[config.mk]
export PLATFORM = sky130hd
export DESIGN_NAME = reg_scoreboard
export DESIGN_NICKNAME = d
export VERILOG_FILES = /design/src/rtl/reg_scoreboard_pkg.sv /design/src/rtl/reg_scoreboard_sb_entry.sv /design/src/rtl/reg_scoreboard.sv
export SDC_FILE = /design/constraint.sdc
export NUM_CORES = 1
export LEC_CHECK = 0
export CORE_MARGIN = 2
export CORE_UTILIZATION = 50
export DETAILED_ROUTE_END_ITERATION = 6
export PLACE_DENSITY = 0.74
export SYNTH_ARGS = -nofsm -noshare
export SYNTH_HDL_FRONTEND = slang
export SYNTH_SLANG_ARGS = --single-unit
export TNS_END_PERCENT = 100
[constraint.sdc]
create_clock -name clk -period 4.16 [get_ports clk]
set_input_delay 0.832 -clock clk [delete_from_list [all_inputs] [get_ports clk]]
set_output_delay 0.832 -clock clk [all_outputs]
set_load 0.005 [all_outputs]
[src/rtl/reg_scoreboard_pkg.sv]
// Shared definitions for the integer register scoreboard.
//   SB_NREG   : number of architectural integer registers tracked
//   SB_CNT_W  : width of each per-register pending-write counter
//   reg_idx_t : 5-bit architectural register index
package reg_scoreboard_pkg;
    localparam int SB_NREG  = 32;
    localparam int SB_CNT_W = 2;

    typedef logic [4:0] reg_idx_t;
endpackage

[src/rtl/reg_scoreboard_sb_entry.sv]
// One scoreboard slot: pending-write counter for a single register.
// Ports:
//   clk, reset : clock, async active-high reset
//   clear      : synchronous clear (flush), wins over inc/dec
//   inc, dec   : issue of a write / retirement of a write this cycle
//   cnt        : registered pending-write count
//   busy       : cnt != 0
//   underflow  : dec requested while cnt == 0 (combinational pulse)
module sb_entry
    import reg_scoreboard_pkg::*;
#(
    parameter int CNT_W = SB_CNT_W
) (
    input  logic             clk,
    input  logic             reset,
    input  logic             clear,
    input  logic             inc,
    input  logic             dec,
    output logic [CNT_W-1:0] cnt,
    output logic             busy,
    output logic             underflow
);
    // Simultaneous inc and dec cancel; dec at zero is dropped and flagged.
    always_ff @(posedge clk or posedge reset) begin
        if (reset)
            cnt <= '0;
        else if (clear)
            cnt <= '0;
        else if (inc && !dec)
            cnt <= cnt + 1'b1;
        else if (dec && !inc && cnt != '0)
            cnt <= cnt - 1'b1;
    end

    assign busy      = (cnt != '0);
    assign underflow = dec && (cnt == '0);
endmodule

[src/rtl/reg_scoreboard.sv]
// Register scoreboard: tracks outstanding writes per integer register and
// stalls issue on RAW hazards or when a destination counter is saturated.
// Optional macro: SCOREBOARD_BYPASS_EN -- a source whose only pending write
// retires in the same cycle is treated as ready (saves one stall cycle).
// Ports:
//   clk, reset                 : clock, async active-high reset
//   issue_valid / issue_ready  : decode handshake (ready is combinational)
//   issue_rs1/rs2/rd           : register indices
//   issue_use_rs1/rs2          : operand actually read
//   issue_is_write             : instruction writes rd
//   wb_valid, wb_rd            : writeback retires one write to wb_rd
//   flush                      : discard all pending writes
//   busy_mask                  : per-register pending-write flag
//   wb_underflow               : sticky, writeback with no pending write
module reg_scoreboard
    import reg_scoreboard_pkg::*;
#(
    parameter int NREG  = SB_NREG,
    parameter int CNT_W = SB_CNT_W
) (
    input  logic            clk,
    input  logic            reset,
    input  logic            issue_valid,
    output logic            issue_ready,
    input  reg_idx_t        issue_rs1,
    input  reg_idx_t        issue_rs2,
    input  reg_idx_t        issue_rd,
    input  logic            issue_use_rs1,
    input  logic            issue_use_rs2,
    input  logic            issue_is_write,
    input  logic            wb_valid,
    input  reg_idx_t        wb_rd,
    input  logic            flush,
    output logic [NREG-1:0] busy_mask,
    output logic            wb_underflow
);
    localparam logic [CNT_W-1:0] CNT_MAX = '1;
    localparam logic [CNT_W-1:0] CNT_ONE = CNT_W'(1);

    logic [NREG-1:0][CNT_W-1:0] cnt;
    logic [NREG-1:0]            busy;
    logic [NREG-1:0]            uf_hit;
    logic [NREG-1:0]            inc_vec;
    logic [NREG-1:0]            dec_vec;

    logic rs1_bypass, rs2_bypass;
    logic raw1, raw2, waw;
    logic issue_fire, wb_fire;

`ifdef SCOREBOARD_BYPASS_EN
    assign rs1_bypass = wb_valid && (wb_rd == issue_rs1) && (cnt[issue_rs1] == CNT_ONE);
    assign rs2_bypass = wb_valid && (wb_rd == issue_rs2) && (cnt[issue_rs2] == CNT_ONE);
`else
    assign rs1_bypass = 1'b0;
    assign rs2_bypass = 1'b0;
`endif

    // x0 never reports busy, so no explicit rs==0 qualifier is needed.
    assign raw1 = issue_use_rs1 && busy[issue_rs1] && !rs1_bypass;
    assign raw2 = issue_use_rs2 && busy[issue_rs2] && !rs2_bypass;
    assign waw  = issue_is_write && (issue_rd != '0) && (cnt[issue_rd] == CNT_MAX);

    assign issue_ready = !(raw1 || raw2 || waw) && !flush;

    // issue_ready already includes !flush; writeback is gated explicitly.
    assign issue_fire = issue_valid && issue_ready && issue_is_write && (issue_rd != '0);
    assign wb_fire    = wb_valid && !flush && (wb_rd != '0);

    for (genvar i = 0; i < NREG; i++) begin : g_entry
        if (i == 0) begin : g_x0
            assign inc_vec[i] = 1'b0;
            assign dec_vec[i] = 1'b0;
        end else begin : g_xn
            assign inc_vec[i] = issue_fire && (issue_rd == reg_idx_t'(i));
            assign dec_vec[i] = wb_fire && (wb_rd == reg_idx_t'(i));
        end

        sb_entry #(.CNT_W(CNT_W)) u_entry (
            .clk       (clk),
            .reset     (reset),
            .clear     (flush),
            .inc       (inc_vec[i]),
            .dec       (dec_vec[i]),
            .cnt       (cnt[i]),
            .busy      (busy[i]),
            .underflow (uf_hit[i])
        );
    end

    assign busy_mask = busy;

    always_ff @(posedge clk or posedge reset) begin
        if (reset)
            wb_underflow <= 1'b0;
        else if (flush)
            wb_underflow <= 1'b0;
        else if (|uf_hit)
            wb_underflow <= 1'b1;
    end
endmodule

# == After elaboration in Yosys (flattened, before gate mapping) ==
# Index checks and enable logic that the tools add are counted.
# Widths: inputs -> output; s select.
# word_totals
reg_bits,63
output_inout_bits,34
# classes
muxes,101
magnitude_cmp,3
n_addsub,62
reduce_logical,359
n_eq_ne,63
# ops
cell,count
$logic_and 1x1->1,196
$mux 2,94
$eq 5x5->1 const B,32
$reduce_bool 3->1,31
$eq 5x4->1 const B,16
$logic_not 1->1,64
$reduce_bool 2->1,32
$add 2x1->2 const B,31
$logic_not 2->1,31
$sub 2x1->2 const B,31
$eq 5x3->1 const B,8
$reduce_or 31->1,1
$eq 5x2->1 const B,4
$lt 5x6->1 const B,3
$bmux 1 s5,2
$bmux 2 s5,1
$eq 5x1->1 const B,2
$reduce_bool 5->1,2
$mux 1,4
$eq 2x2->1 const B,1
$logic_or 1x1->1,2

# == Longest topological paths before layout ==
# logic_depth
depth_word,18
ltp_mapped,13
mapped_depth_nobuf,9

# == Modules after synthesis ==
# A second synthesis with hierarchy kept.
# hier_totals
hier_cells,789
hier_area_um2,6655.1
# by_module_without_submodules
module,area_each_um2,cells_each,n_inst
sb_entry,148.9,16,32
reg_scoreboard,1890.6,277,1

# == Worst setup path after synthesis ==
# No wires, ideal clock.
# synth_path
kind,input to output
start,in issue_rs2[2]
end,out issue_ready
arrival_time_ns,2.914
cell_stages,8
slack_ns,0.414
required_ns,3.328
path_buffers,3
cell_sequence,clkbuf_1 -> mux4_2 -> a2111oi_1 -> or3_1 -> nand4_2 -> buf_2 -> clkbuf_1 -> nor2_1
# synth_between
elab_chain_len,7
# synth_rtl
element,line_no,source
"start, declared",reg_scoreboard.sv:26,"input reg_idx_t issue_rs2,"
$bmux 1 s5,reg_scoreboard.sv:60,assign raw2 = issue_use_rs2 && busy[issue_rs2] && !rs2_bypass;
$mux 1 (implied by the code),reg_scoreboard.sv:60,
$logic_and 1x1->1,reg_scoreboard.sv:60,
$logic_or 1x1->1 (2 in series),reg_scoreboard.sv:63,assign issue_ready = !(raw1 || raw2 || waw) && !flush;
$logic_not 1->1,reg_scoreboard.sv:63,
$logic_and 1x1->1,reg_scoreboard.sv:63,
"end, declared",reg_scoreboard.sv:24,"output logic issue_ready,"
# Every way passes these cells. The select of a mux whose other input is x is not followed.

# == Worst setup path after layout ==
# layout_path
start,in issue_rs2[0]
end,out issue_ready
# The elaborated chain is that of the path after synthesis.

==> impl_metrics.yaml <==
run_status:
  status: "complete, no violations"
critical_path:
  cp_max_fo: 8
  critPathCapture: "issue_ready"
  r2r_setup_slack_ps: 350
  start_kind: "input pin"
  end_kind: "output pin"
  worstReg2RegStart: "g_entry[29].u_entry.cnt[0]"
  reg2regPathDepth: 10
  arrival_ps: 3210
  path_class: "input pin to output pin"
  required_ps: 3330
  reg2reg_to: "g_entry[2].u_entry.cnt[1]"
  worstSetupStartpoint: "issue_rs2[0]"
grt:
  grt_usage_pct: 38.9
  overflow: 0
  gr-usage-met1_pct: 54.0
  grt_pass1_wl_um: 39000
  met3_usage_pct: 8.60
  use_met2_pct: 59.9
  grt_max_degree: 44
  antenna_found_initial: 0
  grt.busiest_layer: "met2"
  grt_pass1_vias: 6660
route:
  drtAntennaViolNets: 0
  routedWlPerCell_um: 25.0
  drc_errors: 0
  vias: 7071
  first_pass_iters: 7
  wirelength_um: 25900
  vias_per_cell: 6.82
  drt-initial-drc-count: 1034
clock_tree:
  numCtsBuffers: 9
  clockBufferDepth: 2
  clock_sinks: 63
  cts.root.buffer_cell: "clkbuf_16"
  h-tree-depth: 3
  cts_tree: "built"
  clkLatencyLatePin_ps: 350
  clk_pin_slew_ps: 60
  cts_hold_buf: 0
  cts_setup_buffers: 0
synth:
  postSynthCellCount: 797
  synth_area_leader_cell: "dfrtp_1"
  syn_area_um2: 6370
  synth.top_cell.area_share_pct: 24.8
  seq_area_frac_synth_pct: 24.8
  yosysWarnings: 0
  synth_fp_nets: 825
  yosys_register_bits: 63
  ys_dominant_reg_cell: "dfrtp_1"
  synth_edf_count: 0
  ys_async_sr_fraction_pct: 100
  ys_types: 81
  syn_area_per_cell_um2: 7.99
  synth_top_cells_by_area: "dfrtp_1 25%, mux4_2 8.5%, nor2_1 4.8%, nand2_1 4.2%, buf_4 3.9%"
die:
  ios: 62
  num_rows: 41
  fp.coreArea_um2: 12500
  die_w_um: 117
  fp.dieH_um: 117
  start_util_pct: 50.9
  die-area_um2: 13700
sta:
  worst_pin_slew_ps: 1010
  slew_headroom_pct: 32.5
  timing.final.crit_share_pct: 97.1
  fin_crit_ps: 4040
  slew_viol_final: 0
  hold_viol_final: 0
  rsz0062_at_grt: "false"
  worst_slack_ps: 122
  max_freq_mhz: 248
  final.setup_skew_ps: 9.66
  finalSetupViolations: 0
power:
  p_leak_nw: 3.07
  fin_total_pwr_mw: 1.81
  p_per_area_nw_per_um2: 235
  irDropWorstVdd_uv: 195
placement:
  dp_hpwl_um: 20100
  dp_worst_setup_slack_ps: -210
  placedInstanceArea_um2: 7320
  port_buffers: 60
  gp_congestion: 1.03
layout:
  area_delta_synth_final_pct: 20.9
  nets: 888
  diodes: 0
  layout.area.seq_um2: 1580
  final_area_um2: 7700
  nFillCells: 1128
  drive_above_1_share_pct: 16.0
  fin_util_pct: 61.5
  multi_input_area_um2: 4260
worst_hold_path:
  holdPathStages: 1
  hold_path.class: "register to register"
job:
  cap_violations: 0
[report_power, final]
| group | internal (mW) | leakage (nW) | total (mW) | switching (mW) |
|---|---|---|---|---|
| sequential | 0.615 | 0.880 | 0.618 | 0.00250 |
| clock | 0.603 | 0.164 | 0.901 | 0.298 |
| combinational | 0.109 | 2.03 | 0.287 | 0.178 |
[registers in the layout, summed over array words and instances, names as in the netlist]
signal and count:
g_entry.u_entry.cnt 62, wb_underflow 1
[routing by layer]
metal | up-vias | share of wire, %
met2 | 450 | 45
li1 | 3100 | -
met1 | 3428 | 41
met5 | - | 0
met4 | 0 | 3.7
met3 | 93 | 10
[final cells by class]
| cell class | instances | share of cell area (%) |
|---|---|---|
| clock inverter | 3 | 1.17 |
| tap | 172 | 2.80 |
| multi-input combinational | 623 | 55.4 |
| clock buffer | 13 | 3.25 |
| timing repair buffer | 128 | 15.2 |
| inverter | 35 | 1.71 |
| sequential | 63 | 20.5 |
[synth_stat cells, drive strengths merged, types with 19 or more instances]
cell,instances
a21oi,32
nand3,22
nand2,71
inv,32
buf,46
o21ai,42
and3,19
clkbuf,30
nor4,23
nor3,44
nor2,81
mux4,24
dfrtp,63
[stage by stage]
stage	hold slack (ps)	TNS, ps	cells
floorplan	484	0	797
global placement	527	-463	1021
detailed placement	545	-869	1021
CTS	554	0	1037
global route	594	0	1037
finish	563	0	1037
[repair_timing]
action,CTS,global route
pin swaps,1,0
cloned,0,0
hold endpoints to repair,0,0
gates resized for setup,9,1
endpoints found under the setup margin,1,1
[layout by cell type, fill, tap and decap left out, types with 5 or more instances in the layout]
cell type        netlist  routed
nor3_1                40      40
nor4_1                19      18
buf_12                 0       5
nor3b_1                7       7
o22ai_1                8       8
a221oi_1               5       5
or3_1                 14      14
a21oi_1               32      32
nor4b_1                7       7
buf_4                 33      62
and2_1                10      10
a211oi_1              14      14
mux4_2                24      24
nor2b_1               13      13
o211ai_1              13      13
nand4_1                5       5
inv_1                 31      30
nand3_1               20      20
o21ai_0               37      37
and3_1                18      18
o21ai_1                5       5
clkbuf_16              0       9
dfrtp_1               63      63
nor2_1                81      80
clkdlybuf4s50_1        0      57
a22oi_1                5       5
nor4_2                 4       5
nand2b_1              17      17
xnor2_1               14      14
mux2i_1                8       8
o31ai_1                7       7
nand2_1               71      71
or2_1                 12      12
o31a_1                 7       7
[logic make-up after synthesis]
| kind of cell | after synthesis | synth area share [%] |
|---|---|---|
| DFF | 63 | 24.8 |
| AOI/OAI and AO/OA | 196 | 21.7 |
| other | 1 | 0.0589 |
| and+or+nand+nor | 377 | 32.4 |
| muxes | 35 | 10.3 |
| xor gates and xnor gates | 14 | 1.93 |
| buffers and inverters | 111 | 8.82 |
[worst min path at each step]
stage	from	end	slack (ps)
after floorplan	g_entry[3].u_entry.cnt[0]	g_entry[3].u_entry.cnt[0]	480
after global placement	g_entry[12].u_entry.cnt[0]	g_entry[12].u_entry.cnt[0]	530
after detailed placement	g_entry[12].u_entry.cnt[0]	g_entry[12].u_entry.cnt[0]	540
after CTS	g_entry[12].u_entry.cnt[0]	g_entry[12].u_entry.cnt[0]	550
after global routing	g_entry[5].u_entry.cnt[0]	g_entry[5].u_entry.cnt[0]	590
final	g_entry[12].u_entry.cnt[0]	g_entry[12].u_entry.cnt[0]	560
[critical path, cell delays in order]
cell             delay [ps]
clkdlybuf4s50_1         460
buf_4                   190
mux4_2                  550
a2111oi_1               440
a22oi_1                 230
nand4_2                 170
nor2_2                   70
dlygate4sd2_1           260
No activity file was read; power rests on OpenSTA's default activity.
